File: config.mk
export PLATFORM = sky130hd
export DESIGN_NAME = sprite_rom_arbiter
export DESIGN_NICKNAME = d
export VERILOG_FILES = /design/src/rtl/sprite_pkg.sv /design/src/rtl/rr_arbiter.sv /design/src/rtl/sprite_rom_arbiter.sv
export SDC_FILE = /design/constraint.sdc
export NUM_CORES = 1
export LEC_CHECK = 0
export BUFFER_PORTS_ARGS = -buffer_cell sky130_fd_sc_hd__buf_2
export CELL_PAD_IN_SITES_DETAIL_PLACEMENT = 1
export CELL_PAD_IN_SITES_GLOBAL_PLACEMENT = 2
export CORE_ASPECT_RATIO = 1.2
export CORE_MARGIN = 2
export CORE_UTILIZATION = 29
export DETAILED_ROUTE_END_ITERATION = 10
export PLACE_DENSITY_LB_ADDON = 0.1
export SLEW_MARGIN = 20
export SYNTH_ARGS = -nofsm -noshare
export SYNTH_HDL_FRONTEND = slang
export SYNTH_HIERARCHICAL = 1
export SYNTH_SLANG_ARGS = --single-unit
File: constraint.sdc
create_clock -name clk -period 2.63 [get_ports clk]
set_input_delay 0.3945 -clock clk [delete_from_list [all_inputs] [get_ports clk]]
set_output_delay 0.3945 -clock clk [all_outputs]
set_load 0.1 [all_outputs]
File: src/rtl/sprite_pkg.sv
// Shared defaults for the sprite ROM path: address/pixel widths and the transparency key.
package sprite_pkg;

  localparam int unsigned ADDRESS_DEFAULT    = 11;
  localparam int unsigned COLOR_BITS_DEFAULT = 24;
  localparam logic [23:0] TRANSPARENT_KEY_DEFAULT = 24'hFF00FF;

  // Index width that stays legal (>= 1 bit) even for a single requester.
  function automatic int unsigned idx_width(input int unsigned n);
    return (n > 1) ? $clog2(n) : 1;
  endfunction

endpackage

File: src/rtl/rr_arbiter.sv
// Combinational round-robin pick: search starts just after the previous winner.
module rr_arbiter
  import sprite_pkg::*;
#(
  parameter int unsigned NUM_REQ = 2,
  localparam int unsigned IDX_W  = idx_width(NUM_REQ)
) (
  input  logic [NUM_REQ-1:0] eligible,
  input  logic [IDX_W-1:0]   last_winner,
  output logic               gnt_valid,
  output logic [IDX_W-1:0]   winner
);

  logic [IDX_W-1:0] cand;

  always_comb begin
    gnt_valid = 1'b0;
    winner    = '0;
    cand      = '0;
    for (int unsigned i = 0; i < NUM_REQ; i++) begin
      cand = IDX_W'((32'(last_winner) + 32'd1 + i) % NUM_REQ);
      if (!gnt_valid && eligible[cand]) begin
        gnt_valid = 1'b1;
        winner    = cand;
      end
    end
  end

endmodule

File: src/rtl/sprite_rom_arbiter.sv
// Shares one async-read sprite ROM between NUM_REQ renderers: grant stage drives
// the ROM address, response stage registers the pixel and its transparency flag.
module sprite_rom_arbiter
  import sprite_pkg::*;
#(
  parameter int unsigned ADDRESS    = ADDRESS_DEFAULT,
  parameter int unsigned COLOR_BITS = COLOR_BITS_DEFAULT,
  parameter int unsigned NUM_REQ    = 2,
  parameter logic [COLOR_BITS-1:0] TRANSPARENT_KEY = COLOR_BITS'(TRANSPARENT_KEY_DEFAULT)
) (
  input  logic                            clk,
  input  logic                            rst_n,
  input  logic [NUM_REQ-1:0]              req,
  input  logic [NUM_REQ-1:0][ADDRESS-1:0] req_addr,
  output logic [ADDRESS-1:0]              rom_addr,
  input  logic [COLOR_BITS-1:0]           rom_dout,
  output logic [NUM_REQ-1:0]              rvalid,
  output logic [COLOR_BITS-1:0]           rdata,
  output logic                            rtransparent
);

  localparam int unsigned      IDX_W      = idx_width(NUM_REQ);
  localparam logic [IDX_W-1:0] LAST_RESET = IDX_W'(NUM_REQ - 1);

  logic [NUM_REQ-1:0] outstanding_q, outstanding_d;
  logic [IDX_W-1:0]   last_winner_q;
  logic               s0_valid_q;
  logic [IDX_W-1:0]   s0_id_q;

  logic [NUM_REQ-1:0] eligible;
  logic               gnt_valid;
  logic [IDX_W-1:0]   winner;

  assign eligible = req & ~outstanding_q;

  rr_arbiter #(
    .NUM_REQ (NUM_REQ)
  ) u_rr_arbiter (
    .eligible    (eligible),
    .last_winner (last_winner_q),
    .gnt_valid   (gnt_valid),
    .winner      (winner)
  );

  // A granted requester is never eligible, so set and clear never hit the same bit.
  always_comb begin
    outstanding_d = outstanding_q;
    if (s0_valid_q) outstanding_d[s0_id_q] = 1'b0;
    if (gnt_valid)  outstanding_d[winner]  = 1'b1;
  end

  // Stage 0: grant register and ROM address.
  always_ff @(posedge clk or negedge rst_n) begin
    if (!rst_n) begin
      rom_addr      <= '0;
      last_winner_q <= LAST_RESET;
      s0_valid_q    <= 1'b0;
      s0_id_q       <= '0;
      outstanding_q <= '0;
    end else begin
      if (gnt_valid) begin
        rom_addr      <= req_addr[winner];
        last_winner_q <= winner;
      end
      s0_valid_q    <= gnt_valid;
      s0_id_q       <= winner;
      outstanding_q <= outstanding_d;
    end
  end

  // Stage 1: response register; data holds between pulses.
  always_ff @(posedge clk or negedge rst_n) begin
    if (!rst_n) begin
      rvalid       <= '0;
      rdata        <= '0;
      rtransparent <= 1'b0;
    end else begin
      if (s0_valid_q) begin
        rdata        <= rom_dout;
        rtransparent <= (rom_dout == TRANSPARENT_KEY);
        rvalid       <= NUM_REQ'(1) << s0_id_q;
      end else begin
        rvalid <= '0;
      end
    end
  end

endmodule

==> impl_metrics.py, run 1 <==
metrics = {
    "run_status": {
        "status": "finished, final reports clean",
    },
    "sta": {
        "fin_crit_sh": 0.607,
        "tns_ns": 0,
        "worst_slack_ns": 1.03,
        "worst_pin_slew_ns": 0.941,
        "final.min_clock_period_ns": 1.60,
        "finalSetupViolations": 0,
        "slew-limit-headroom": 0.373,
        "rsz0062_at_grt": "false",
        "clock_skew_ns": 0.00445,
        "clock.fmax_ghz": 0.626,
        "drv_slew": 0,
        "hold_viol": 0,
    },
    "finish": {
        "syn_to_final_growth_pct": 36.3,
        "multi_input_area_um2": 616,
        "fin_nets": 271,
        "fillCellCount": 688,
        "stdcell_area_mm2": 0.00238,
        "drive_gt1_frac": 0.527,
        "n_antenna_cell": 0,
        "regArea_mm2": 0.00108,
    },
    "logic_synthesis": {
        "yosys.cell_types.count": 25,
        "async_flop_share": 1.00,
        "synth-warning-count": 6,
        "netlist_instances": 133,
        "syn_area_mm2": 0.00175,
        "synthFlopType": "dfrtp_1",
        "synth_seq_area_share": 0.616,
        "syn_nets": 183,
        "ys_ff_latch": 43,
        "syn_avg_cell_area_um2": 13.1,
        "synth_edf_count": 0,
    },
    "grt": {
        "grt-ovfl-total": 0,
        "grt_pass1_vias": 1429,
        "grt_antenna_before_repair": 0,
        "grt_first_pass_wirelength_mm": 6.22,
        "grt_max_degree": 44,
        "grt_usage": 0.124,
    },
    "critical_path": {
        "ff2ff_path_depth": 4,
        "crit_type": "reg2reg",
        "crit_chain": "nor2b_1 -> or2_1 -> inv_1 -> o22ai_1",
        "cp_data_required_time_ns": 2.83,
        "crit_family": "simple AND/OR/NAND/NOR gates",
        "max_stage_delay_ns": 0.67,
        "worstSetupEndpointType": "flop",
        "path_buf_inv": 1,
        "cp.depth": 4,
        "cp.arrival_ns": 1.80,
        "cp_max_fo": 26,
        "cp-start-kind": "flop",
        "cpMaxStageDelayCell": "or2_1",
    },
    "route": {
        "drc": 0,
        "dr.pass1.iters": 4,
        "ant_nets": 0,
        "drtIter0Drc": 19,
        "avgRoutedWirePerCell_um": 13.5,
        "vias": 1330,
        "totalWireLength_mm": 4.09,
        "vias_per_cell": 4.38,
    },
    "die": {
        "rows": 31,
        "coreArea_mm2": 0.00593,
        "die-area_mm2": 0.00667,
        "initial_utilization": 0.295,
        "die-height_um": 89.0,
        "die_w_um": 74.9,
        "io_pins": 88,
    },
    "placed_design": {
        "gp_congestion": 0.653,
        "place_ws_ns": 0.905,
        "hpwl_mm": 3.17,
        "place_area_mm2": 0.00226,
        "io_buffers": 87,
    },
    "clock_tree": {
        "cts_tree": "done",
        "cts_max_path_buffers": 2,
        "post_cts_buffers": 0,
        "post_cts_resize_count": 0,
        "cts_buffers": 5,
        "cts_hold_buf": 0,
        "root_buffer": "clkbuf_8",
        "ctsHtreeMaxLevel": 2,
        "clock-sinks": 43,
        "clk_latency_ns": 0.28,
        "path_clk_slew_ns": 0.08,
    },
    "flow_run": {
        "maxCapViolCount": 0,
    },
    "min_path": {
        "min-delay-path-class": "in2async",
    },
}
==> state kept, by name, summed over array words and instances (netlist names) <==
| name | count |
|---|---|
| rdata | 24 |
| rom_addr | 11 |
| outstanding_q | 2 |
| rvalid | 2 |
| last_winner_q | 1 |
| rtransparent | 1 |
| s0_id_q | 1 |
| s0_valid_q | 1 |
==> per-layer routing <==
metal  global-route usage  up-vias  wire, µm
met5                    0        -         0
met1                0.139      627      1550
li1                     -      636         -
met4               0.0341        0        39
met2                0.225       63      2150
met3               0.0372        4       343
==> metrics by stage <==
step | util | hold WS [ns] | std cells
3_5_place_dp | 0.382 | 0.463 | 296
5_1_grt | 0.401 | 0.316 | 304
6_report | 0.401 | 0.250 | 304
2_1_floorplan | - | 0.0989 | 133
4_1_cts | 0.401 | 0.284 | 304
3_3_place_gp | 0.382 | 0.435 | 296
==> logic make-up after synthesis <==
kind of cell / count (synthesis) / synth area share
AOI/OAI and AO/OA: 16 / 0.0544
DFF: 43 / 0.616
muxes: 35 / 0.218
buffers and inverters: 13 / 0.0315
and+or+nand+nor: 26 / 0.0802
==> cells in the final DEF (no fill, tap or decap), drive strengths merged <==
| cell | instances |
|---|---|
| a21boi | 1 |
| a21oi | 11 |
| and2 | 1 |
| and4 | 1 |
| and4b | 1 |
| buf | 89 |
| bufinv | 1 |
| clkbuf | 6 |
| clkinv | 1 |
| dfrtp | 42 |
| dfstp | 1 |
| inv | 5 |
| mux2 | 24 |
| mux2i | 11 |
| nand2 | 2 |
| nand3 | 1 |
| nand4 | 2 |
| nor2 | 12 |
| nor2b | 3 |
| nor4b | 1 |
| o21ai | 2 |
| o22ai | 1 |
| o32ai | 1 |
| or2 | 1 |
| or4 | 1 |
==> worst paths after layout <==
path                                          to  slack (ns)             start
min in group clk                        rdata[7]        0.34       rom_dout[7]
worst max-delay path            outstanding_q[0]        1.03  outstanding_q[0]
worst min-delay path                    rdata[9]        0.25             rst_n
worst max register to register  outstanding_q[0]        1.03  outstanding_q[0]
max in group asynchronous              rdata[15]        1.80             rst_n
worst min register to register         rvalid[0]        0.46           s0_id_q
==> final cells by class <==
| class | instances | share of cell area |
|---|---|---|
| well taps | 82 | 0.0431 |
| multi-input cells | 77 | 0.258 |
| repair buffers | 89 | 0.189 |
| inverters | 5 | 0.00788 |
| flip-flops and latches | 43 | 0.452 |
| clock buffers | 6 | 0.0347 |
| clock inverters | 2 | 0.0147 |
==> cells in the mapped netlist (2+ instances only) <==
master | number | share of area
mux2i_1 | 11 | 0.063
inv_1 | 5 | 0.011
nand2_1 | 2 | 0.0043
mux2_2 | 17 | 0.11
nor2_1 | 12 | 0.026
mux2_1 | 7 | 0.045
nand4_1 | 2 | 0.0072
clkbuf_1 | 3 | 0.0064
a21oi_1 | 11 | 0.031
nor2b_1 | 3 | 0.011
buf_2 | 5 | 0.014
dfrtp_1 | 42 | 0.60
Power of run 1 is not shown: default switching activity piles up to over one toggle a cycle in this logic, so the estimate is an artifact.
==> inputs of run 2 (changes only) <==
--- a/config.mk
+++ b/config.mk
@@ -10,7 +10,7 @@
 export CELL_PAD_IN_SITES_GLOBAL_PLACEMENT = 2
 export CORE_ASPECT_RATIO = 1.2
 export CORE_MARGIN = 2
-export CORE_UTILIZATION = 29
+export CORE_UTILIZATION = 25
 export DETAILED_ROUTE_END_ITERATION = 10
 export PLACE_DENSITY_LB_ADDON = 0.1
 export SLEW_MARGIN = 20
==> constraint.sdc (replaced) <==
create_clock -name clk -period 1.3 [get_ports clk]
set_input_delay 0.195 -clock clk [delete_from_list [all_inputs] [get_ports clk]]
set_output_delay 0.195 -clock clk [all_outputs]
set_load 0.1 [all_outputs]
==> impl_metrics.py, run 2 (same netlist as run 1, synthesis figures left out) <==
metrics = {
    "die": {
        "coreArea_mm2": 0.00681,
        "initial_utilization": 0.257,
        "rows": 33,
        "io_pins": 88,
        "die-height_um": 95.6,
        "die_w_um": 80.3,
        "die-area_mm2": 0.00768,
    },
    "sta": {
        "fin_crit_sh": 1.05,
        "rsz0062_at_grt": "true",
        "drv_slew": 0,
        "slew-limit-headroom": 0.677,
        "final.min_clock_period_ns": 1.36,
        "hold_slack_ns": 0.133,
        "worst_slack_ns": -0.0630,
        "clock.fmax_ghz": 0.734,
        "hold_viol": 0,
        "worst_pin_slew_ns": 0.488,
        "clock_skew_ns": 0.00782,
        "finalSetupViolations": 11,
    },
    "grt": {
        "grt_max_degree": 27,
        "grt_pass1_vias": 1484,
        "grt_usage": 0.123,
        "grt-ovfl-total": 0,
        "grt_first_pass_wirelength_mm": 7.07,
        "grt_antenna_before_repair": 0,
    },
    "route": {
        "totalWireLength_mm": 4.46,
        "ant_nets": 0,
        "vias": 1389,
        "drc": 0,
        "drtIter0Drc": 32,
        "avgRoutedWirePerCell_um": 14.2,
        "vias_per_cell": 4.42,
        "dr.pass1.iters": 2,
    },
    "clock_tree": {
        "clock-sinks": 43,
        "cts_tree": "done",
        "clk_latency_ns": 0.29,
        "ctsHtreeMaxLevel": 2,
        "cts_buffers": 5,
        "cts_max_path_buffers": 2,
        "path_clk_slew_ns": 0.08,
        "root_buffer": "clkbuf_8",
    },
    "min_path": {
        "min-delay-path-class": "in2reg",
    },
    "critical_path": {
        "crit_chain": "nor2b_2 -> a21boi_4 -> buf_12 -> mux2i_1 -> a21oi_1",
        "cp-start-kind": "flop",
        "max_stage_delay_ns": 0.40,
        "crit_type": "reg2reg",
        "cp_max_fo": 12,
        "crit_family": "flip-flops",
        "worstSetupEndpointType": "flop",
        "cp.arrival_ns": 1.55,
        "cpMaxStageDelayCell": "dfrtp_1",
        "path_buf_inv": 1,
        "cp_data_required_time_ns": 1.48,
    },
    "finish": {
        "n_antenna_cell": 0,
        "drive_gt1_frac": 0.551,
        "final_common_cell": "buf_2",
        "fin_nets": 276,
        "biggestRegsByFlops": "rdata: 24 flops, rom_addr: 11 flops",
        "largest_register": "rdata",
        "syn_to_final_growth_pct": 47.6,
        "stdcell_area_mm2": 0.00258,
        "final_cell_mix": "54 x buf_2, 42 x dfrtp_1, 26 x clkbuf_4",
        "fillCellCount": 755,
        "largest_register_ffs": 24,
    },
    "placed_design": {
        "hpwl_mm": 3.46,
        "io_buffers": 87,
        "place_ws_ns": -0.121,
        "gp_congestion": 0.714,
        "place_area_mm2": 0.00235,
    },
    "flow_run": {
        "maxCapViolCount": 0,
    },
    "run_status": {
        "status": "complete, but fails checks",
        "violations": "setup timing",
    },
}
==> run 2: cell types whose count changed in the layout (fill, tap and decap cells not counted), sizes merged <==
cell	delta
clkbuf	+26
buf	-22
dlygate4sd3	+1
==> run 2: final timing paths <==
path | cells after the start | from | endpoint | slack [ns]
setup / recovery | 5 | outstanding_q[1] | rom_addr[8] | -0.06
hold / removal | 2 | rom_dout[12] | rdata[12] | 0.13
setup reg to reg | 5 | outstanding_q[1] | rom_addr[8] | -0.06
hold reg to reg | 1 | s0_id_q | rvalid[0] | 0.45
max in group asynchronous | 3 | rst_n | rom_addr[9] | 0.52
min in group asynchronous | 2 | rst_n | rdata[10] | 0.34
==> run 2: area by class of cell <==
type                    count  area, µm²  area share
clock buffers               6       82.6      0.0320
inverters                   5       18.8     0.00727
clock inverters             2       35.0      0.0136
multi-input cells          77        634       0.246
repair buffers             94        623       0.242
flip-flops and latches     43       1080       0.418
well taps                  87        109      0.0422
==> run 2: per-stage QoR <==
stage	std cells	utilization	setup TNS (ns)
after global routing	314	0.379	-1.60
after detailed placement	304	0.345	-1.00
final	314	0.379	-0.344
after floorplan	133	-	0
after CTS	314	0.369	-0.463
after global placement	304	0.345	0
==> run 2: per-layer routing <==
metal,wire [µm],track usage,vias up,share of wire
met5,0,0,-,0
met4,60,0.0508,0,0.013
met3,327,0.0331,4,0.073
met2,2410,0.228,68,0.54
met1,1660,0.129,667,0.37
li1,-,-,650,-
==> run 2: what timing repair did <==
item	in CTS	in global routing
hold endpoints to repair	11	0
gates resized for setup	11	27
hold buffers	1	0
pin swaps	0	0
endpoints found under the setup margin	18	39
buffers inserted	1	0
Power of run 2 is left out for the same reason.
==> inputs of run 3 (changes only) <==
--- a/config.mk
+++ b/config.mk
@@ -11,6 +11,7 @@
 export CORE_ASPECT_RATIO = 1.2
 export CORE_MARGIN = 2
 export CORE_UTILIZATION = 25
+export CTS_BUF_LIST = sky130_fd_sc_hd__clkbuf_16
 export DETAILED_ROUTE_END_ITERATION = 10
 export PLACE_DENSITY_LB_ADDON = 0.1
 export SLEW_MARGIN = 20
==> impl_metrics.py, run 3 (same netlist as run 1, synthesis figures left out) <==
metrics = {
    "run_status": {
        "status": "complete, but fails checks",
        "violations": "setup timing",
    },
    "finish": {
        "drive_gt1_frac": 0.542,
        "syn_to_final_growth_pct": 46.7,
        "biggestRegsByFlops": "rdata: 24 flops, rom_addr: 11 flops",
        "fin_nets": 276,
        "largest_register": "rdata",
        "fillCellCount": 766,
        "n_antenna_cell": 0,
        "largest_register_ffs": 24,
        "final_common_cell": "buf_2",
        "final_cell_mix": "78 x buf_2, 42 x dfrtp_1, 17 x mux2_2",
    },
    "flow_run": {
        "maxCapViolCount": 0,
    },
    "critical_path": {
        "crit_chain": "nor2b_2 -> a21boi_4 -> buf_12 -> mux2i_1 -> a21oi_1",
        "cp_data_required_time_ns": 1.47,
        "cp.arrival_ns": 1.55,
        "cp_max_fo": 12,
        "cpMaxStageDelayCell": "dfrtp_1",
        "worstSetupEndpointType": "flop",
        "max_stage_delay_ns": 0.40,
        "cp-start-kind": "flop",
        "crit_type": "reg2reg",
    },
    "grt": {
        "grt_max_degree": 27,
        "grt_pass1_vias": 1451,
        "grt_first_pass_wirelength_mm": 7.08,
        "grt_usage": 0.123,
        "grt_antenna_before_repair": 0,
        "grt-ovfl-total": 0,
    },
    "sta": {
        "fin_crit_sh": 1.06,
        "drv_slew": 0,
        "rsz0062_at_grt": "true",
        "tns_ns": -0.560,
        "worst_slack_ns": -0.0814,
        "worst_pin_slew_ns": 0.498,
        "hold_viol": 0,
        "final.min_clock_period_ns": 1.38,
        "finalSetupViolations": 12,
        "clock.fmax_ghz": 0.724,
        "clock_skew_ns": 0.00332,
        "slew-limit-headroom": 0.670,
    },
    "clock_tree": {
        "path_clk_slew_ns": 0.06,
        "cts_buffers": 5,
        "root_buffer": "clkbuf_16",
        "cts_tree": "done",
        "cts_max_path_buffers": 2,
        "ctsHtreeMaxLevel": 2,
        "clk_latency_ns": 0.28,
        "clock-sinks": 43,
    },
    "die": {
        "die_w_um": 80.3,
        "initial_utilization": 0.257,
        "die-area_mm2": 0.00768,
        "die-height_um": 95.6,
        "rows": 33,
        "coreArea_mm2": 0.00681,
        "io_pins": 88,
    },
    "route": {
        "wl_met1_mm": 1.70,
        "drtIter0Drc": 28,
        "routed-wl-met3_um": 352,
        "drc": 0,
        "vias_per_cell": 4.43,
        "avgRoutedWirePerCell_um": 14.2,
        "dr.pass1.iters": 4,
        "ant_nets": 0,
        "vias": 1390,
        "totalWireLength_mm": 4.46,
        "highest_layer": "met4",
        "wl_met2_mm": 2.31,
    },
    "placed_design": {
        "gp_congestion": 0.714,
        "io_buffers": 87,
        "hpwl_mm": 3.46,
    },
    "min_path": {
        "min-delay-path-class": "in2reg",
    },
}
## run 3: per-layer routing
| layer | global-route usage | vias up |
|---|---|---|
| li1 | - | 646 |
| met1 | 0.135 | 667 |
| met2 | 0.219 | 70 |
| met3 | 0.0303 | 7 |
| met4 | 0.0636 | 0 |
| met5 | 0 | - |
## run 3: path summary, 6_finish.rpt
kind                       cells past startpoint  slack (ns)           to        startpoint
setup / recovery                               5       -0.08  rom_addr[8]  outstanding_q[1]
hold / removal                                 2        0.14    rdata[12]      rom_dout[12]
setup reg to reg                               5       -0.08  rom_addr[8]  outstanding_q[1]
hold reg to reg                                1        0.45    rvalid[0]           s0_id_q
max in group asynchronous                      3        0.50     rdata[5]             rst_n
min in group asynchronous                      2        0.35      s0_id_q             rst_n
## run 3: through the flow
stage          cell area, µm²  cells  utilization  hold WS, ns  setup WS [ns]
2_1_floorplan            1770    133            -       -0.101        0.00743
3_5_place_dp             2350    304        0.345        0.127         -0.121
4_1_cts                  2540    314        0.373        0.141        -0.0683
5_1_grt                  2560    314        0.376        0.137         -0.165
6_report                 2560    314        0.376        0.145        -0.0814
3_3_place_gp             2350    304        0.345        0.125         0.0176
## run 3: final cells by class
type,instances,area [µm²],share of cell area
clock buffer,5,125,0.0488
clock inverter,3,38.8,0.0151
inverter,5,18.8,0.00732
multi-input combinational,77,632,0.246
sequential,43,1080,0.420
tap,87,109,0.0425
timing repair buffer,94,563,0.220
## run 3: timing repair
action                                  4_1_cts  5_1_grt
hold buffers                                  1        0
setup buffers                                 1        0
endpoints found under the setup margin       11       22
hold endpoints to repair                     11        0
gates resized for setup                       2       11
## run 3: worst max-delay path: cells and delay by family, from the launching register on
family	cells	cell delay (ns)
AO/OA/AOI/OAI	2	0.33
buffers and inverters	1	0.17
flip-flops	1	0.40
multiplexers	1	0.22
AND/OR/NAND/NOR	1	0.16
Power of run 3 is left out for the same reason.
